$ cat config.mk
export PLATFORM = sky130hd
export DESIGN_NAME = alu_issue_stage
export DESIGN_NICKNAME = d
export VERILOG_FILES = /design/src/rtl/cpu_pkg.sv /design/src/rtl/alu_op_decode.sv /design/src/rtl/alu_issue_stage.sv
export SDC_FILE = /design/constraint.sdc
export NUM_CORES = 1
export LEC_CHECK = 0
export BUFFER_PORTS_ARGS = -buffer_cell sky130_fd_sc_hd__buf_2
export CORE_MARGIN = 5
export CORE_UTILIZATION = 47
export CTS_BUF_LIST = sky130_fd_sc_hd__clkbuf_4 sky130_fd_sc_hd__clkbuf_8 sky130_fd_sc_hd__clkbuf_16
export DETAILED_ROUTE_END_ITERATION = 10
export PLACE_DENSITY = 0.86
export SLEW_MARGIN = 20
export SYNTH_ARGS = -nofsm -noshare
export SYNTH_HDL_FRONTEND = slang
export SYNTH_SLANG_ARGS = --single-unit
$ cat constraint.sdc
create_clock -name clk -period 3.3 [get_ports clk]
set_clock_uncertainty 0.1 [all_clocks]
set_input_delay 0.495 -clock clk [delete_from_list [all_inputs] [get_ports clk]]
set_output_delay 0.495 -clock clk [all_outputs]
set_load 0.1 [all_outputs]
$ cat src/rtl/cpu_pkg.sv
// Shared CPU constants: ALU op codes, MIPS opcodes/functs and operand-select encodings.
package cpu_pkg;

    localparam logic [5:0] AluAnd = 6'd36;
    localparam logic [5:0] AluOr  = 6'd37;
    localparam logic [5:0] AluAdd = 6'd32;
    localparam logic [5:0] AluSub = 6'd34;
    localparam logic [5:0] AluSlt = 6'd42;

    localparam logic [5:0] OpRtype = 6'd0;
    localparam logic [5:0] OpBeq   = 6'd4;
    localparam logic [5:0] OpAddi  = 6'd8;
    localparam logic [5:0] OpSlti  = 6'd10;
    localparam logic [5:0] OpAndi  = 6'd12;
    localparam logic [5:0] OpOri   = 6'd13;
    localparam logic [5:0] OpLw    = 6'd35;
    localparam logic [5:0] OpSw    = 6'd43;

    localparam logic [5:0] FnAdd = 6'd32;
    localparam logic [5:0] FnSub = 6'd34;
    localparam logic [5:0] FnAnd = 6'd36;
    localparam logic [5:0] FnOr  = 6'd37;
    localparam logic [5:0] FnSlt = 6'd42;

    typedef enum logic [1:0] {ImmNone, ImmSext, ImmZext} imm_sel_e;
    typedef enum logic {DstRd, DstRt} dst_sel_e;

endpackage

$ cat src/rtl/alu_op_decode.sv
// Combinational decode of opcode/funct into ALU op, operand selects and control bits.
module alu_op_decode
    import cpu_pkg::*;
(
    input  logic [5:0] opcode,
    input  logic [5:0] funct,
    output logic [5:0] alu_op,
    output imm_sel_e   imm_sel,
    output dst_sel_e   dst_sel,
    output logic       reg_wen,
    output logic       mem_rd,
    output logic       mem_wr,
    output logic       is_branch,
    output logic       illegal
);

    always_comb begin
        alu_op    = 6'd0;
        imm_sel   = ImmNone;
        dst_sel   = DstRt;
        reg_wen   = 1'b0;
        mem_rd    = 1'b0;
        mem_wr    = 1'b0;
        is_branch = 1'b0;
        illegal   = 1'b0;
        unique case (opcode)
            OpRtype: begin
                dst_sel = DstRd;
                unique case (funct)
                    FnAdd, FnSub, FnAnd, FnOr, FnSlt: begin
                        alu_op  = funct;
                        reg_wen = 1'b1;
                    end
                    default: illegal = 1'b1;
                endcase
            end
            OpAddi: begin
                alu_op  = AluAdd;
                imm_sel = ImmSext;
                reg_wen = 1'b1;
            end
            OpSlti: begin
                alu_op  = AluSlt;
                imm_sel = ImmSext;
                reg_wen = 1'b1;
            end
            OpAndi: begin
                alu_op  = AluAnd;
                imm_sel = ImmZext;
                reg_wen = 1'b1;
            end
            OpOri: begin
                alu_op  = AluOr;
                imm_sel = ImmZext;
                reg_wen = 1'b1;
            end
            OpLw: begin
                alu_op  = AluAdd;
                imm_sel = ImmSext;
                reg_wen = 1'b1;
                mem_rd  = 1'b1;
            end
            OpSw: begin
                alu_op  = AluAdd;
                imm_sel = ImmSext;
                mem_wr  = 1'b1;
            end
            OpBeq: begin
                alu_op    = AluSub;
                is_branch = 1'b1;
            end
            default: illegal = 1'b1;
        endcase
    end

endmodule

$ cat src/rtl/alu_issue_stage.sv
// ID/EX issue register: decode, operand forwarding and stall/flush-controlled registering
// of everything the ALU consumes next cycle.
module alu_issue_stage
    import cpu_pkg::*;
#(
    parameter int unsigned XLEN  = 32,
    parameter int unsigned RADDR = 5
) (
    input  logic             clk,
    input  logic             rst,
    input  logic [XLEN-1:0]  instr,
    input  logic             instr_vld,
    input  logic [XLEN-1:0]  rs_data,
    input  logic [XLEN-1:0]  rt_data,
    input  logic             stall,
    input  logic             flush,
    input  logic             exm_wen,
    input  logic [RADDR-1:0] exm_waddr,
    input  logic [XLEN-1:0]  exm_wdata,
    input  logic             mwb_wen,
    input  logic [RADDR-1:0] mwb_waddr,
    input  logic [XLEN-1:0]  mwb_wdata,
    output logic [XLEN-1:0]  dataA,
    output logic [XLEN-1:0]  dataB,
    output logic [5:0]       Signal,
    output logic [XLEN-1:0]  store_data,
    output logic [RADDR-1:0] dst_addr,
    output logic             reg_wen,
    output logic             mem_rd,
    output logic             mem_wr,
    output logic             is_branch,
    output logic             vld,
    output logic             illegal
);

    logic [RADDR-1:0] rs_addr, rt_addr, rd_addr;
    logic [15:0]      imm16;

    assign rs_addr = instr[21+:RADDR];
    assign rt_addr = instr[16+:RADDR];
    assign rd_addr = instr[11+:RADDR];
    assign imm16   = instr[15:0];

    logic [5:0] dec_op;
    imm_sel_e   dec_imm_sel;
    dst_sel_e   dec_dst_sel;
    logic       dec_reg_wen, dec_mem_rd, dec_mem_wr, dec_branch, dec_illegal;

    alu_op_decode u_decode (
        .opcode    (instr[31:26]),
        .funct     (instr[5:0]),
        .alu_op    (dec_op),
        .imm_sel   (dec_imm_sel),
        .dst_sel   (dec_dst_sel),
        .reg_wen   (dec_reg_wen),
        .mem_rd    (dec_mem_rd),
        .mem_wr    (dec_mem_wr),
        .is_branch (dec_branch),
        .illegal   (dec_illegal)
    );

    // Per-source forwarding; $0 is hardwired so never forwarded, EX/MEM is the younger result.
    logic [XLEN-1:0] fwd_rs, fwd_rt;

    always_comb begin
        fwd_rs = rs_data;
        if (rs_addr != '0) begin
            if (exm_wen && exm_waddr == rs_addr)      fwd_rs = exm_wdata;
            else if (mwb_wen && mwb_waddr == rs_addr) fwd_rs = mwb_wdata;
        end
    end

    always_comb begin
        fwd_rt = rt_data;
        if (rt_addr != '0) begin
            if (exm_wen && exm_waddr == rt_addr)      fwd_rt = exm_wdata;
            else if (mwb_wen && mwb_waddr == rt_addr) fwd_rt = mwb_wdata;
        end
    end

    logic [XLEN-1:0] imm_ext, op_b;

    always_comb begin
        unique case (dec_imm_sel)
            ImmSext: imm_ext = {{(XLEN-16){imm16[15]}}, imm16};
            ImmZext: imm_ext = {{(XLEN-16){1'b0}}, imm16};
            default: imm_ext = '0;
        endcase
        op_b = (dec_imm_sel == ImmNone) ? fwd_rt : imm_ext;
    end

    // Bubbles (instr_vld low or illegal) load all-zero fields; only illegal is flagged.
    logic load_ok;
    assign load_ok = instr_vld && !dec_illegal;

    always_ff @(posedge clk) begin
        if (rst || flush) begin
            dataA      <= '0;
            dataB      <= '0;
            Signal     <= '0;
            store_data <= '0;
            dst_addr   <= '0;
            reg_wen    <= 1'b0;
            mem_rd     <= 1'b0;
            mem_wr     <= 1'b0;
            is_branch  <= 1'b0;
            vld        <= 1'b0;
            illegal    <= 1'b0;
        end else if (!stall) begin
            dataA      <= load_ok ? fwd_rs : '0;
            dataB      <= load_ok ? op_b : '0;
            Signal     <= load_ok ? dec_op : '0;
            store_data <= load_ok ? fwd_rt : '0;
            dst_addr   <= !load_ok ? '0 : (dec_dst_sel == DstRd) ? rd_addr : rt_addr;
            reg_wen    <= load_ok && dec_reg_wen;
            mem_rd     <= load_ok && dec_mem_rd;
            mem_wr     <= load_ok && dec_mem_wr;
            is_branch  <= load_ok && dec_branch;
            vld        <= load_ok;
            illegal    <= instr_vld && dec_illegal;
        end
    end

endmodule
# Word-level counts from Yosys, hierarchy flattened
# Index checks and enable logic that the tools add are counted.
[op_classes]
n_eq_ne = 18
n_mux = 24
reduce_logical = 22
[ops]
columns = ["operator", "n"]
rows = [
  ["32-bit two-way mux", 10],
  ["32-bit case mux with 2 select lines", 1],
  ["6-bit == test (second input constant)", 7],
  ["6-bit case mux with 6 select lines", 1],
  ["6-bit by 4-bit == test with 1-bit output (second input constant)", 4],
  ["5-bit == test", 4],
  ["6-bit two-way mux", 2],
  ["1-bit logical AND", 10],
  ["5-bit two-way mux", 2],
  ["5-bit nonzero test", 2],
  ["5-bit OR reduction", 2],
  ["7-bit OR reduction", 1],
  ["6-bit by 3-bit == test with 1-bit output (second input constant)", 1],
  ["6-bit zero test", 1],
  ["1-bit two-way mux", 5],
  ["1-bit case mux with 2 select lines", 2],
  ["2-bit case mux with 2 select lines", 1],
  ["4-bit OR reduction", 1],
  ["3-bit OR reduction", 1],
  ["2-bit by 1-bit == test with 1-bit output (second input constant)", 1],
  ["2-bit == test (second input constant)", 1],
  ["2-bit zero test", 1],
  ["2-bit OR reduction", 1],
  ["1-bit zero test", 1],
  ["1-bit logical OR", 1],
]
[word_totals]
register_bits = 113
wordCells = 75

# Depth between registers and ports, before layout
# Gate-level depths: netlist of the first run.
[logic_depth]
depth_word = 7
depth_mapped = 11

# By module
# A second synthesis of the first run with hierarchy kept.
[hier_totals]
hier_cells = 729
hier_area_um2 = 6053.3
[modules_own_cells]
columns = ["mod", "n_inst", "cells_each", "area_per_inst_um2"]
rows = [
  ["alu_issue_stage", 1, 690, 5816.8],
  ["alu_op_decode", 1, 39, 236.5],
]

# Worst setup path before layout of the first run
# OpenSTA, ideal clock, no wires.
[synth_timing]
path_type = "input-to-reg"
from = "in instr[29]"
to = "reg dataB[31]"
t_arrival_ns = 2.241
setup_slack_ns = 0.863
cell_stages = 8
n_path_buf = 3
path_cell_list = "clkbuf_1 -> nand3_1 -> ha_1 -> clkbuf_1 -> a21bo_2 -> clkbuf_1 -> o211ai_1 -> a221oi_1"
[synth_via]
elab_chain_len = 7
word_cells_on_any_way = 21
cone_classes = "eq/ne: 9; mux: 5; reduce/logical: 7"
[synth_lines]
columns = ["item", "line_no", "rtl"]
rows = [
  ["start: declaration", "alu_issue_stage.sv:11", "input logic [XLEN-1:0] instr,"],
  ["6-bit by 4-bit == test with 1-bit output / 6-bit == test (equally long branches)", "alu_op_decode.sv:26", "unique case (opcode)"],
  ["4-bit OR reduction (no source line) / 2-bit OR reduction (equally long branches)", "-", ""],
  ["2-bit case mux with 2 select lines", "alu_op_decode.sv:26", ""],
  ["2-bit == test / 2-bit by 1-bit == test with 1-bit output (equally long branches)", "alu_issue_stage.sv:84", "unique case (dec_imm_sel)"],
  ["32-bit case mux with 2 select lines", "alu_issue_stage.sv:84", ""],
  ["32-bit two-way mux", "alu_issue_stage.sv:89", "op_b = (dec_imm_sel == ImmNone) ? fwd_rt : imm_ext;"],
  ["32-bit two-way mux (*)", "alu_issue_stage.sv:111", "dataB <= load_ok ? op_b : '0;"],
  ["end signal: assignment", "alu_issue_stage.sv:111", ""],
  ["end: declaration", "alu_issue_stage.sv:24", "output logic [XLEN-1:0] dataB,"],
]
# Mark *: on every way between the ends. The rest lies on a longest branch, timed or not.
# A chain may end at the register's enable or synchronous reset.

# Final worst setup path of the first run
[layout_timing]
from = "in instr[31]"
to = "reg dataB[14]"
# Same word-level chain as after synthesis.

==> results of run 1 <==
-- routing by layer --
layer	track usage [%]	share of wire, %	wire length [um]
met5	0	0	0
met4	12.0	3.3	835
met3	8.75	10	2670
met2	53.1	48	12200
met1	38.4	38	9730
-- registers in the layout, summed over array words and instances, names as in the netlist, 5 cells and up --
name,flops
store_data,32
dataB,32
dataA,32
dst_addr,5
Signal,6
-- cell families after synthesis --
kind of cell | Yosys count
AOI/OAI and AO/OA | 316
xor gates and xnor gates | 20
adders and majority gates | 3
buffers and inverters | 114
DFF | 113
muxes | 6
and+or+nand+nor | 208
-- layout make-up --
type / count / area, um^2 / share of cell area (%)
clock buffer: 24 / 515 / 6.13
antenna: 4 / 10.0 / 0.119
clock inverter: 8 / 148 / 1.75
multi-input combinational: 553 / 3490 / 41.5
timing repair buffer: 312 / 1630 / 19.4
sequential: 113 / 2260 / 26.9
tap: 176 / 220 / 2.62
inverter: 36 / 135 / 1.61
-- worst min-delay path by stage --
stage                      startpoint              to  slack (ns)
after global placement      dataB[18]       dataB[18]        0.33
after CTS                 rt_data[10]  store_data[10]        0.21
final                     rt_data[10]  store_data[10]        0.22
after detailed placement    dataB[20]       dataB[20]        0.34
after global routing      rt_data[11]  store_data[11]        0.23
after floorplan            rt_data[0]   store_data[0]        0.53
-- worst max-delay path: stages --
cell,delay (ns)
buf_2,0.11
nor3_2,0.26
nand3_1,0.29
ha_1,0.45
and2_1,0.28
nand2_1,0.24
o221ai_1,0.24
a221oi_1,0.35
-- through the flow --
stage,worst slack [ns],power [W],cell area (um^2),hold slack [ns],instances
after CTS,0.865,0.00389,8410,0.208,1222
after global routing,0.669,0.00400,8410,0.225,1224
final,0.790,0.00388,8420,0.221,1226
after detailed placement,0.448,0.00186,7740,0.338,1190
after floorplan,0.863,0.00164,6190,0.533,780
after global placement,0.527,0.00185,7740,0.330,1190
-- report_power, final --
part	leakage (nW)	switching (W)	internal (W)
clock	0.318	0.000650	0.00139
combinational	2.30	0.000303	0.000163
sequential	0.910	0.00000326	0.00137
total	3.53	0.000956	0.00293
-- placed cells by master, fill, tap and decap left out, types with 6 or more instances in the layout --
master,instances
buf_4,22
o21ai_0,32
clkbuf_16,17
a21o_1,9
buf_2,289
nor3_1,48
o211ai_1,9
a221oi_1,18
xnor2_1,12
a21boi_0,8
inv_1,36
xor2_1,8
nand2_1,103
nand3_1,8
nor2_1,18
a22oi_1,19
o22ai_1,21
a221o_1,12
mux2_2,6
clkbuf_8,6
a21oi_1,67
dfxtp_1,113
a2bb2oi_1,18
o221ai_1,52
a31oi_1,33
==> summary.txt, run 1 <==
Yosys
  – Seq/Total Area, Yosys: 36.5%
  – Synth top area cells: dfxtp_1, o221ai_1, nand2_1
  – Post-synthesis mux area share: approximately 1.1%
  – Top-area cell type share of the netlist area: 36.5%
  – Mean Syn Cell Area: approximately 7.9 um^2
  – Post-synth EDFFs: 0
  – Dominant synthesized flop cell: dfxtp_1
  – Mapped Area: between 6000 and 7000 um^2
  – Post-Synth Simple-Gate Area: 15.3%
  – Synth warn: 0
  – Synth area leader: dfxtp_1
  – XOR/XNOR share of the synthesized area: about 2.8%
  – Synth async-reset ratio: 0%
  – Main combinational cell family by area after synthesis: compound AO/OA/AOI/OAI gates
  – Adder-Cell Fraction of Synth Area: 0.606%
  – Synth Register Bits: approximately 110
  – Mapped Nets: 960
  – Cells after Synth: a little under 800
  – Synth top cells by count: dfxtp_1, nand2_1, a21oi_1
  – Most frequent cell after synthesis: dfxtp_1
  – Compound-gate portion of the synthesized area: between 30% and 40%
  – Yosys cell types: ~50

Critical path
  – Crit path kind: in2reg
  – CP max FO: 12
  – Worst Setup EP: dataB[14]
  – Critical R2R Capture: dataB[7]
  – Startpoint Class: input port
  – Reg2Reg Setup Slack: around 2.2 ns
  – RR Startpoint: dataB[7]
  – FF-to-FF path depth: 3
  – Crit. Startpoint: instr[31]
  – CP Data Arrival Time: 2.72 ns
  – Worst EP required: between 3 and 4 ns
  – Crit end category: flop

Global route
  – Largest net degree at the start of global routing: 94
  – First-pass GRT wire length: 39,800 um
  – Total track usage: 31.6%
  – Antenna violations before repair: 2
  – Global route total overflow: 0
  – Number of global-route vias before repair: between 7,000 and 8,000

Place
  – Placer Congestion: ~0.97
  – Port bufs: 289
  – DP HPWL: roughly 19,000 um

Clocking
  – Clock buffer depth: 2
  – Root Driver: clkbuf_16
  – H-tree lvl count: 4
  – CTS Hold Bufs: 0
  – Clk pin slew, worst setup/hold paths: 0.05 ns
  – Post-CTS Setup Inserts: 0
  – CTS tree: yes
  – Clk sinks: 113
  – Post-cts sizing count: 0
  – Total CTS buffers: 17
  – Clk_lat worst skew: approximately 0.42 ns

Worst hold path
  – Worst Hold Depth: 2
  – Worst Hold Class: in2reg

Routing
  – Total wire length: around 25,000 um
  – Post-route ant nets: 0
  – Via/cell ratio: around 6
  – DR iter-0 viols: between 800 and 900
  – First-pass DRT Iterations: 5
  – DR WL/cell: 20.8 um
  – DRC errors left: 0
  – DR vias: roughly 7,600

STA
  – Slew @ Worst Pin: 1.11 ns
  – Final worst path period need: ~2.5 ns
  – Final worst-path cycle share: between 70% and 80%
  – Highest clock rate: between 300 and 400 MHz
  – Fin. max-slew vios: 0
  – Final setup viols: 0
  – Unrepaired setup endpoints after global routing: false
  – Setup TNS: 0 ns
  – Max_slew headroom: 25.8%
  – Final Hold Vio Count: 0

Final layout
  – P&R area growth vs syn: 35.9%
  – Fraction of final layout cells sized beyond drive strength 1: 34.7%
  – Filler cells: around 1,100
  – Post-layout nets: ~1,200
  – Final Util: about 64%

Power and ir drop
  – Max rail drop VDD: about 0.00027 V
  – Leak: between 3 and 4 nW
  – Power density over the cells: roughly 460 nW/um^2

Floorplan
  – Top-Level Pins: 290
  – Die W: roughly 120 um
  – Effective utilization at floorplan: between 40% and 50%
  – DIE AREA: between 15,000 and 20,000 um^2
  – Die Ht: 125 um
  – FP Rows: between 40 and 50
  – Core region area: 13,100 um^2

Outcome
  – Run status: finished, final reports clean

Flow run
  – Max-cap viol count: 0
Power figures use the tool's default switching activity.
==> inputs of run 2 (changes only) <==
--- a/config.mk
+++ b/config.mk
@@ -5,12 +5,13 @@
 export SDC_FILE = /design/constraint.sdc
 export NUM_CORES = 1
 export LEC_CHECK = 0
+export ABC_AREA = 1
 export BUFFER_PORTS_ARGS = -buffer_cell sky130_fd_sc_hd__buf_2
 export CORE_MARGIN = 5
-export CORE_UTILIZATION = 47
+export CORE_UTILIZATION = 44
 export CTS_BUF_LIST = sky130_fd_sc_hd__clkbuf_4 sky130_fd_sc_hd__clkbuf_8 sky130_fd_sc_hd__clkbuf_16
 export DETAILED_ROUTE_END_ITERATION = 10
-export PLACE_DENSITY = 0.86
+export PLACE_DENSITY = 0.83
 export SLEW_MARGIN = 20
 export SYNTH_ARGS = -nofsm -noshare
 export SYNTH_HDL_FRONTEND = slang
==> constraint.sdc (replaced) <==
create_clock -name clk -period 2 [get_ports clk]
set_clock_uncertainty 0.1 [all_clocks]
set_input_delay 0.3 -clock clk [delete_from_list [all_inputs] [get_ports clk]]
set_output_delay 0.3 -clock clk [all_outputs]
set_load 0.1 [all_outputs]
==> run 2 against run 1 <==
Effect of this change: clock power up 63%; setup slack got worse by 0.69 ns; worst hold slack got worse by 0.14 ns; synthesized cell count grew 48%; cell count grew 34%; first-iteration DRC count shrank 8.7%; synthesized area rose by 8.3%; sequential power is 66% higher; register-to-register slack got worse by 0.89 ns; combinational power grew 100%; wire length down 0.35%; count of clock-buffer cells in the layout fell by 6; largest cell class unchanged; largest power group unchanged.
==> summary.txt, run 2 <==
STA
  – Hold slack: 0.0789 ns (-0.142 ns)
  – Final setup viols: 0 (unchanged)
  – Final Hold Vio Count: 0 (unchanged)
  – Fin. max-slew vios: 0 (unchanged)
  – Slew @ Worst Pin: 0.561 ns (-0.551 ns)
  – Highest clock rate: 527 MHz
  – Final worst-path cycle share: between 90% and 100%
  – Final worst path period need: between 1.5 and 2 ns
  – Max_slew headroom: 62.8% (+37 points)

Floorplan
  – Effective utilization at floorplan: 44.4% (-2.9 points)
  – Top-Level Pins: 290 (unchanged)
  – Die W: 133 um (+6.9%)
  – FP Rows: 45 (+7.1%)
  – DIE AREA: 17,800 um^2 (+14%)
  – Core region area: 15,100 um^2 (+15%)
  – Die Ht: 133 um (+6.9%)

Yosys
  – Mean Syn Cell Area: 5.82 um^2 (-27%)
  – Mapped Area: 6700 um^2 (+8.3%)
  – Post-synth EDFFs: 0 (unchanged)
  – Compound-gate portion of the synthesized area: 8.49% (-28 points)
  – Most frequent cell after synthesis: nand2_1
  – Cells after Synth: 1,152 (+48%)
  – Synth warn: 0 (unchanged)
  – Yosys cell types: 28 (-45%)
  – Post-Synth Simple-Gate Area: 45.9% (+31 points)
  – Mapped Nets: 1,332 (+39%)
  – Synth area leader: dfxtp_1
  – Synth top area cells: dfxtp_1, nand2_1, nor2_1
  – Seq/Total Area, Yosys: 33.7% (-2.8 points)
  – Post-synthesis mux area share: 0% (-1.1 points)
  – Adder-Cell Fraction of Synth Area: 0.560% (-0.046 points)
  – Main combinational cell family by area after synthesis: simple AND/OR/NAND/NOR gates
  – Dominant synthesized flop cell: dfxtp_1
  – Synth async-reset ratio: 0% (unchanged)
  – Synth top cells by count: nand2_1, dfxtp_1, nor2_1
  – Synth Register Bits: 113 (unchanged)
  – XOR/XNOR share of the synthesized area: 0% (-2.8 points)
  – Top-area cell type share of the netlist area: 33.7% (-2.8 points)

Critical path
  – Worst EP required: 2.21 ns (-1.30 ns)
  – CP max FO: 7 (-5)
  – Startpoint Class: input port
  – CP Data Arrival Time: 2.11 ns (-0.61 ns)
  – Crit path kind: in2reg
  – Crit end category: flop

Routing
  – DR WL/cell: 15.5 um (-26%)
  – DRC errors left: 0 (unchanged)
  – Total wire length: 25,400 um (-0.35%)
  – DR vias: 8,288 (+9.5%)
  – Via/cell ratio: 5.05 (-18%)
  – First-pass DRT Iterations: 5 (unchanged)
  – DR iter-0 viols: 734 (-8.7%)
  – Post-route ant nets: 0 (unchanged)

Final layout
  – Post-layout nets: 1,616 (+33%)
  – Layout Cells excl Fill: 1,640 (+34%)
  – Most common cell after layout, fill and taps aside: nand2_1
  – P&R area growth vs syn: 37.2%
  – Commonest non-fill, non-tap cells in the layout: nand2_1, buf_2, dfxtp_1
  – Biggest regs: dataA (32), dataB (32), store_data (32)
  – Final Util: 61.0% (-3.3 points)
  – Fraction of final layout cells sized beyond drive strength 1: 27.5% (-7.2 points)
  – Final Cell Area: 9200 um^2 (+9.3%)

Flow run
  – Max-cap viol count: 0 (unchanged)

Place
  – DP HPWL: 18,900 um (+1.5%)
  – Port bufs: 289 (unchanged)
  – Placed Cells: 1,601 (+35%)
  – Placer Congestion: 0.933 (-3.4%)
  – Placed inst area: 8460 um^2 (+9.3%)

Global route
  – First-pass GRT wire length: 38,900 um (-2.2%)
  – Largest net degree at the start of global routing: 70 (-26%)
  – Number of global-route vias before repair: 7,711 (+5.7%)
  – Global route total overflow: 0 (unchanged)
  – Total track usage: 27.3% (-4.3 points)
  – Antenna violations before repair: 3 (+1)

Clocking
  – H-tree lvl count: 4 (unchanged)
  – Total CTS buffers: 17 (unchanged)
  – Clk_lat worst skew: 0.42 ns (about the same)
  – CTS tree: yes
  – Clk pin slew, worst setup/hold paths: 0.06 ns (about the same)
  – Clk sinks: 113 (unchanged)
  – Clock buffer depth: 2 (unchanged)
  – Root Driver: clkbuf_16

Outcome
  – Run status: finished, final reports clean

Worst hold path
  – Worst Hold Class: in2reg

Power and ir drop
  – Tot Pwr: 0.00653 W (+68%)
  – Power density over the cells: 710 nW/um^2 (+54%)
  – Max rail drop VDD: 0.000615 V (+130%)
  – Leak: 5.56 nW (+58%)
-- run 2: changes by cell type after synthesis, sizes merged, moves of 38 or more --
cell    change
nor3       -42
inv        +69
a21oi      -47
nor2       +90
o221ai     -52
nand2     +454
nand3      +38
o21ai      +55
-- run 2: final timing paths --
check / startpoint / endpoint / slack (ns) / cells after the start
worst max register to register: dst_addr[1] / dst_addr[1] / 1.32 / 2
worst max-delay path: instr[27] / dataB[7] / 0.10 / 17
worst min-delay path: rs_data[0] / dataA[0] / 0.08 / 5
worst min register to register: Signal[4] / Signal[4] / 0.34 / 2
-- run 2: per-stage QoR --
stage | setup TNS [ns] | setup WS, ns
6_report | 0 | 0.103
5_1_grt | -0.197 | -0.0504
3_3_place_gp | -2.28 | -0.159
4_1_cts | 0 | 0.184
2_1_floorplan | 0 | 0.00370
3_5_place_dp | -5.04 | -0.248
-- run 2: layout make-up --
type                            instances  area [um^2]
Fill cell                            1476         5890
Multi-Input combinational cell        871         3750
Sequential cell                       113         2260
Timing Repair Buffer                  327         1900
Clock buffer                           18          439
Inverter                              105          398
Tap cell                              188          235
Clock inverter                         14          203
Timing Repair inverter                  1         7.51
Antenna cell                            3         7.51
-- run 2: worst max-delay path: stages --
cell        delay, ns
buf_4            0.11
nand2_2          0.07
nor3_4           0.20
nand2_1          0.10
nand2_1          0.09
nor2_1           0.04
nand2_1          0.10
inv_2            0.05
ha_2             0.18
nor2_2           0.12
inv_2            0.06
nand2_4          0.10
clkinvlp_4       0.22
a21oi_2          0.19
nor2_1           0.05
nand2_1          0.06
nand2_1          0.05
-- run 2: kinds of logic after synthesis --
family / count (synthesis)
adder cells (fa/ha/maj): 3
buffers and inverters: 168
flip-flops: 113
AO/OA/AOI/OAI: 110
AND/OR/NAND/NOR: 758
-- run 2: routing by layer --
metal | share of wire (%) | track usage (%) | vias to the layer above
li1 | - | - | 4132
met1 | 41 | 34.5 | 3678
met2 | 46 | 44.0 | 425
met3 | 9.4 | 7.67 | 53
met4 | 2.9 | 11.0 | 0
met5 | 0 | 0 | -
-- run 2: power by group --
| group | total [W] | switching [W] | internal, W | leakage, nW |
|---|---|---|---|---|
| registers | 0.00227 | 0.00000560 | 0.00226 | 0.910 |
| logic | 0.000930 | 0.000590 | 0.000340 | 4.34 |
| clock network | 0.00333 | 0.00119 | 0.00214 | 0.317 |
| total | 0.00653 | 0.00179 | 0.00474 | 5.56 |
-- run 2: timing repair --
item,4_1_cts,5_1_grt
setup buffers,0,2
hold endpoints to repair,1,0
endpoints found under the setup margin,0,13
gates resized for setup,0,20
hold buffers,1,0
